### config.mk
export PLATFORM = sky130hd
export DESIGN_NAME = rotary_param_ctrl
export DESIGN_NICKNAME = d
export VERILOG_FILES = /design/src/rtl/rotary_pkg.sv /design/src/rtl/idle_timeout.sv /design/src/rtl/rotary_param_ctrl.sv
export SDC_FILE = /design/constraint.sdc
export NUM_CORES = 1
export LEC_CHECK = 0
export BUFFER_PORTS_ARGS = -buffer_cell sky130_fd_sc_hd__buf_2
export CAP_MARGIN = 20
export CORE_ASPECT_RATIO = 1.1
export CORE_UTILIZATION = 35
export DETAILED_ROUTE_END_ITERATION = 7
export PLACE_DENSITY = 0.54
export SKIP_LAST_GASP = 1
export SLEW_MARGIN = 20
export SYNTH_ARGS = -nofsm -noshare
export SYNTH_HDL_FRONTEND = slang
export SYNTH_SLANG_ARGS = --single-unit
### constraint.sdc
create_clock -name clk -period 3.9 [get_ports clk]
set_input_delay 0.975 -clock clk [delete_from_list [all_inputs] [get_ports clk]]
set_output_delay 0.975 -clock clk [all_outputs]
set_load 0.005 [all_outputs]
### src/rtl/rotary_pkg.sv
// Shared types and arithmetic for the rotary parameter-edit controller.
package rotary_pkg;

  typedef enum logic {BROWSE = 1'b0, EDIT = 1'b1} rot_state_e;

  // Saturating +/-1; compares before stepping so the result never wraps.
  function automatic logic [31:0] sat_step(input logic [31:0] val,
                                           input logic        inc,
                                           input logic [31:0] max_val);
    if (inc) return (val >= max_val) ? max_val : val + 32'd1;
    else     return (val == 32'd0)   ? 32'd0   : val - 32'd1;
  endfunction

endpackage

### src/rtl/idle_timeout.sv
// Idle tick counter: clears on activity, pulses expire on the final tick.
module idle_timeout #(
  parameter int unsigned TIMEOUT_TICKS = 5000
) (
  input  logic clk,
  input  logic rst,
  input  logic clr,
  input  logic en,
  output logic expire
);
  localparam int unsigned CW = $clog2(TIMEOUT_TICKS + 1);

  logic [CW-1:0] cnt_q, cnt_d;
  logic          last;

  assign last   = (cnt_q == CW'(TIMEOUT_TICKS - 1));
  assign expire = en && !clr && last;

  always_comb begin
    cnt_d = cnt_q;
    if (clr)     cnt_d = '0;
    else if (en) cnt_d = last ? '0 : cnt_q + CW'(1);
  end

  always_ff @(posedge clk or posedge rst) begin
    if (rst) cnt_q <= '0;
    else     cnt_q <= cnt_d;
  end
endmodule

### src/rtl/rotary_param_ctrl.sv
// One rotary encoder time-shared across N_PARAM saturating parameter registers.
module rotary_param_ctrl
  import rotary_pkg::*;
#(
  parameter int unsigned N_PARAM       = 4,
  parameter int unsigned W             = 8,
  parameter int unsigned MAX_VAL       = (2 ** W) - 1,
  parameter int unsigned INIT_VAL      = 0,
  parameter int unsigned TIMEOUT_TICKS = 5000,
  localparam int unsigned SW           = $clog2(N_PARAM)
) (
  input  logic                 clk,
  input  logic                 rst,
  input  logic                 step,
  input  logic                 dir,
  input  logic                 btn,
  input  logic                 tick,
  output logic [N_PARAM*W-1:0] param_flat,
  output logic [SW-1:0]        sel,
  output logic                 editing,
  output logic                 update,
  output logic [SW-1:0]        upd_idx
);
  rot_state_e    state_q, state_d;
  logic [SW-1:0] sel_q, sel_d, upd_idx_q, upd_idx_d;
  logic [W-1:0]  param_q [N_PARAM];
  logic [W-1:0]  param_d [N_PARAM];
  logic          update_q, update_d;
  logic          expire;
  logic [W-1:0]  nxt_val;

  idle_timeout #(.TIMEOUT_TICKS(TIMEOUT_TICKS)) u_idle (
    .clk    (clk),
    .rst    (rst),
    .clr    ((state_q == BROWSE) || step || btn),
    .en     (tick),
    .expire (expire)
  );

  assign nxt_val = W'(sat_step(32'(param_q[sel_q]), dir, 32'(MAX_VAL)));

  always_comb begin
    state_d   = state_q;
    sel_d     = sel_q;
    param_d   = param_q;
    update_d  = 1'b0;
    upd_idx_d = upd_idx_q;
    case (state_q)
      BROWSE: begin
        if (btn) state_d = EDIT;
        else if (step) begin
          if (dir) sel_d = (sel_q == SW'(N_PARAM - 1)) ? '0 : sel_q + SW'(1);
          else     sel_d = (sel_q == '0) ? SW'(N_PARAM - 1) : sel_q - SW'(1);
        end
      end
      EDIT: begin
        // btn outranks step; a step outranks a coincident expiring tick
        if (btn) state_d = BROWSE;
        else if (step) begin
          if (nxt_val != param_q[sel_q]) begin
            param_d[sel_q] = nxt_val;
            update_d       = 1'b1;
            upd_idx_d      = sel_q;
          end
        end else if (expire) state_d = BROWSE;
      end
      default: state_d = BROWSE;
    endcase
  end

  always_ff @(posedge clk or posedge rst) begin
    if (rst) begin
      state_q   <= BROWSE;
      sel_q     <= '0;
      update_q  <= 1'b0;
      upd_idx_q <= '0;
      for (int i = 0; i < N_PARAM; i++) param_q[i] <= W'(INIT_VAL);
    end else begin
      state_q   <= state_d;
      sel_q     <= sel_d;
      update_q  <= update_d;
      upd_idx_q <= upd_idx_d;
      param_q   <= param_d;
    end
  end

  for (genvar g = 0; g < N_PARAM; g++) begin : g_flat
    assign param_flat[g*W +: W] = param_q[g];
  end

  assign sel     = sel_q;
  assign editing = (state_q == EDIT);
  assign update  = update_q;
  assign upd_idx = upd_idx_q;
endmodule

# After elaboration in Yosys (flattened, before gate mapping)
# Cells that the tools add are included.
# totals
register_bits	51
word_cells	58
# classes
n_eq_ne	3
reduce_logical	11
bitwise_logic	3
order_cmp	3
mux	24
add_sub_neg	5
# ops
operator	n
8-bit 2-to-1 mux	6
13-bit 2-to-1 mux	3
32-bit bitwise mux	1
8-bit binary-select mux with 2-bit select	1
8-bit demux with 2-bit select	1
13-bit by 1-bit adder with 13-bit output (second input constant)	1
13-bit == test (second input constant)	1
8-bit by 1-bit adder with 8-bit output (second input constant)	1
8-bit >= comparator (second input constant)	1
8-bit zero test	1
1-bit 2-to-1 mux	8
8-bit != test	1
8-bit by 1-bit subtractor with 8-bit output (second input constant)	1
2-bit 2-to-1 mux	3
4-bit AND reduction	1
3-bit >= comparator (second input constant)	1
1-bit logical AND	3
3-bit by 1-bit less-than comparator with 1-bit output (second input constant)	1
2-bit inverter with 3-bit output	1
3-bit AND reduction	1
2-bit by 1-bit adder with 2-bit output (second input constant)	1
2-bit == test (second input constant)	1
2-bit zero test	1
1-bit logical OR	2
5 further kinds	6

# Depth between registers and ports, before layout
# depth
word_depth	12
depth_mapped	11

# Cells and area by module
# From an unflattened synthesis, not the netlist that was laid out.
# unflattened
hier_cells	291
area_unflattened_um2	3128.0
# by_module_without_submodules
module	n_inst	area_per_inst_um2	cells_each
rotary_param_ctrl	1	2344.7	204
idle_timeout	1	783.3	87

# Worst setup path after synthesis
# Ideal clock, no wire load.
# synth_path
path_kind	flip-flop to flip-flop
start	register sel_q[0] (netlist: sel[0])
end	register param_q (netlist bit param_flat[16])
stages_incl_launch_ff	12
setup_slack_ns	0.720
arrival_ns	3.056
n_path_buf	3
setup_ns	0.125
cell_sequence	dfrtp_1 > buf_6 > mux4_2 > clkbuf_1 > inv_1 > ha_1 > or3b_2 > buf_2 > nor2_4 > a41oi_4 > nand3_2 > mux2_2
# synth_via
elab_chain_cells	9
word_cells_on_any_way	19
# synth_rtl
element	line_no	rtl
start, declared	rotary_param_ctrl.sv:25	logic [SW-1:0] sel_q, sel_d, upd_idx_q, upd_idx_d;
start signal, assigned	rotary_param_ctrl.sv:80	sel_q <= sel_d;
2-bit inverter with 3-bit output (not written as such) *	rotary_param_ctrl.sv:40, rotary_param_ctrl.sv:60, rotary_param_ctrl.sv:61	
8-bit binary-select mux with 2-bit select	rotary_param_ctrl.sv:40, rotary_param_ctrl.sv:60	
8-bit 2-to-1 mux (not written as such) (2 in series)	rotary_param_ctrl.sv:40, rotary_param_ctrl.sv:60	
8-bit by 1-bit subtractor with 8-bit output, or another cell as far along	rotary_pkg.sv:11	else return (val == 32'd0) ? 32'd0 : val - 32'd1;
8-bit 2-to-1 mux, on equally long branches	rotary_pkg.sv:11, rotary_pkg.sv:10	
8-bit 2-to-1 mux	rotary_pkg.sv:10	if (inc) return (val >= max_val) ? max_val : val + 32'd1;
8-bit != test	rotary_param_ctrl.sv:60	if (nxt_val != param_q[sel_q]) begin
4-bit AND reduction (no line)	--	
end signal, assigned	rotary_param_ctrl.sv:83	param_q <= param_d;
end, declared	rotary_param_ctrl.sv:26	logic [W-1:0] param_q [N_PARAM];
# Mark *: on every way between the ends. The rest lies on a longest branch, timed or not. The select of a mux whose other input is x is not followed.
# A chain may end at the register's enable or synchronous reset.

# Worst setup path after layout
# layout_path
start	register sel_q[0] (netlist: sel[0])
end	register param_q (netlist bit param_flat[30])
# The elaborated chain is that of the path after synthesis.

==> results.sh <==
export IMPL_post_route_drc_count=0
export IMPL_drv_slew=0
export IMPL_final_antenna_net_count=0
export IMPL_grt_pass1_vias=2142
export IMPL_synth_fa_ha_area_share_pct=2.95
export IMPL_synth_compound_area_share_pct=12.0
export IMPL_max_vdd_ir_drop_mv=0.216
export IMPL_areaGrowthSynthToFinish_pct=13.2
export IMPL_ys_warnings_count=0
export IMPL_worstMarginPinSlew_ns=0.918
export IMPL_antenna_found_initial=0
export IMPL_fin_skew_ns=0.0134
export IMPL_synthMuxAreaShare_pct=18.7
export IMPL_fin_nets=331
export IMPL_vias=2253
export IMPL_io_pins=44
export IMPL_synth_ff_type="dfrtp_1"
export IMPL_synth_distinct_cells=45
export IMPL_io_buffers=43
export IMPL_synth_top_family_by_area="multiplexers"
export IMPL_dieArea_mm2=0.00886
export IMPL_totalWireLength_um=6790
export IMPL_first_pass_iters=4
export IMPL_die_w_um=89.9
export IMPL_synth_top_area_cell="dfrtp_1"
export IMPL_status="finished clean"
export IMPL_p_per_area_mw_per_mm2=716
export IMPL_final_common_cell="dfrtp_1"
export IMPL_routedWlPerCell_um=15.9
export IMPL_relSlewSlack_pct=38.7
export IMPL_synth_edff_count=0
export IMPL_tritoncts="yes"
export IMPL_grt_max_degree=43
export IMPL_fmax_mhz=300
export IMPL_crit_type="reg2reg"
export IMPL_critPathLaunchType="flop"
export IMPL_synth_area_leaders="dfrtp_1, mux2_2, mux4_2"
export IMPL_grt_usage_pct=15.8
export IMPL_finalWeightedCongestion=0.828
export IMPL_setup_viol=0
export IMPL_globalRoute_totalOverflow=0
export IMPL_final_layout_size_suffix_gt1_share_pct=33.0
export IMPL_syn_cell_area_mm2=0.00297
export IMPL_placedCellCount=419
export IMPL_worst_path_max_fanout=9
export IMPL_end_kind="flop"
export IMPL_worstSkewPairLatency_ns=0.30
export IMPL_vias_per_cell=5.29
export IMPL_r2r_cells=8
export IMPL_coreArea_mm2=0.00808
export IMPL_grt_pass1_wl_um=11200
export IMPL_nFillCells=796
export IMPL_rr_endpoint="param_flat[30]"
export IMPL_hold_class="reg2reg"
export IMPL_cts_made_buffers=5
export IMPL_fin_crit_sh_pct=85.6
export IMPL_syn_num_nets=291
export IMPL_seq_area_frac_synth_pct=42.9
export IMPL_postSynthAreaPerCell_um2=10.7
export IMPL_critical_path_required_ns=4.08
export IMPL_postCtsSetupBuffers=0
export IMPL_worstHoldEndpoint="u_idle.cnt_q[9]"
export IMPL_hold_viol=0
export IMPL_hold_buffers=0
export IMPL_drt_iter0_markers=103
export IMPL_critPathArrivalTime_ns=3.52
export IMPL_initial_core_util_pct=36.8
export IMPL_layout_common_cells="dfrtp_1, buf_2, mux2_2"
export IMPL_num_rows=34
export IMPL_synth_simple_area_share_pct=17.5
export IMPL_diodes=0
export IMPL_min_delay_start="u_idle.cnt_q[9]"
export IMPL_syn_inst=278
export IMPL_clockBufferDepth=2
export IMPL_ys_async_sr_fraction_pct=100
export IMPL_path_clk_slew_ns=0.10
export IMPL_final_instance_count_excl_fill=426
export IMPL_rsz0062_at_grt="no"
export IMPL_root_buffer="clkbuf_8"
export IMPL_cts_htree_levels=2
export IMPL_tns_ns=0
export IMPL_hpwl_um=4960
export IMPL_synth_top_area_share_pct=42.9
export IMPL_die_y_um=98.6
export IMPL_period_needed_ns=3.34
export IMPL_clock_sinks=51
export IMPL_timing_hold_ws_ns=0.490
export IMPL_cts_resized=0
export IMPL_regToRegStartpoint="sel[0]"
export IMPL_synth_xor_area_share_pct=2.06
export IMPL_yosys_register_bits=51
export IMPL_rrSetupSlack_ns=0.56
export IMPL_drv_cap=0
export IMPL_leakage_nw=1.53
export IMPL_min_path_cells=1
[cell usage after synthesis, drive strengths merged (3+ instances only)]
cell,n
o21ai,28
buf,4
nand2b,7
and2,4
nor3b,3
and3,7
mux2,31
nor3,4
clkbuf,10
nand3,19
nor2,12
mux4,7
mux2i,5
nor4,3
dfrtp,51
nor2b,4
inv,10
xnor2,5
nand4,3
nand2,17
ha,7
a31oi,10
o31ai,6
[layer usage]
metal | routed length (um) | part of all wire, % | vias up | GRT usage (%)
li1 | - | - | 1103 | -
met2 | 3410 | 50 | 36 | 26.3
met1 | 3100 | 46 | 1112 | 21.6
met5 | 0 | 0 | - | 0
met4 | 38 | 0.56 | 0 | 4.09
met3 | 243 | 3.6 | 2 | 2.62
[critical path: stages, from the launching register on]
cell and delay (ns):
dfrtp_1 0.62, mux4_2 0.67, inv_1 0.18, ha_1 0.23, or3b_2 0.54, nor2_4 0.19, a41oi_4 0.19, nand3_2 0.24
mux2_2 0.36
[layout make-up]
| type | count | area [um2] | share of cell area (%) |
|---|---|---|---|
| multi-input cells | 203 | 1580 | 47.0 |
| repair buffers | 47 | 245 | 7.29 |
| clock buffers | 6 | 82.6 | 2.46 |
| well taps | 108 | 135 | 4.02 |
| clock inverters | 1 | 5.00 | 0.149 |
| flip-flops and latches | 51 | 1280 | 37.9 |
| inverters | 10 | 37.5 | 1.12 |
[where the power goes]
part / switching, mW / internal, mW
sequential: 0.153 / 0.677
clock: 0.174 / 0.140
combinational: 0.682 / 0.582
total: 1.01 / 1.40
[flip-flops by register name, summed over array words and instances (netlist names)]
register and count:
sel 2, u_idle.cnt_q 13, upd_idx 2, update 1
editing 1, param_flat 32
[worst max path at each step]
stage,slack [ns],startpoint,to
2_1_floorplan,0.72,sel[0],param_flat[16]
3_3_place_gp,0.60,sel[0],param_flat[13]
3_5_place_dp,0.57,sel[0],param_flat[14]
4_1_cts,0.55,sel[0],param_flat[14]
5_1_grt,0.38,sel[0],param_flat[14]
6_report,0.56,sel[0],param_flat[30]
[cell families after synthesis]
logic type | count (synthesis)
XOR/XNOR | 7
flip-flops | 51
buffers and inverters | 24
multiplexers | 43
AO/OA/AOI/OAI | 55
adder cells (fa/ha/maj) | 7
AND/OR/NAND/NOR | 91
[stage by stage]
stage | instance area [um2] | worst slack [ns] | util [%] | total power [mW]
2_1_floorplan | 2970 | 0.720 | - | 1.75
3_3_place_gp | 3280 | 0.601 | 40.5 | 2.10
3_5_place_dp | 3280 | 0.574 | 40.5 | 2.10
4_1_cts | 3360 | 0.552 | 41.6 | 2.42
5_1_grt | 3360 | 0.379 | 41.6 | 2.60
6_report | 3360 | 0.562 | 41.6 | 2.41
Note: power is estimated with default switching activity, not from simulation.
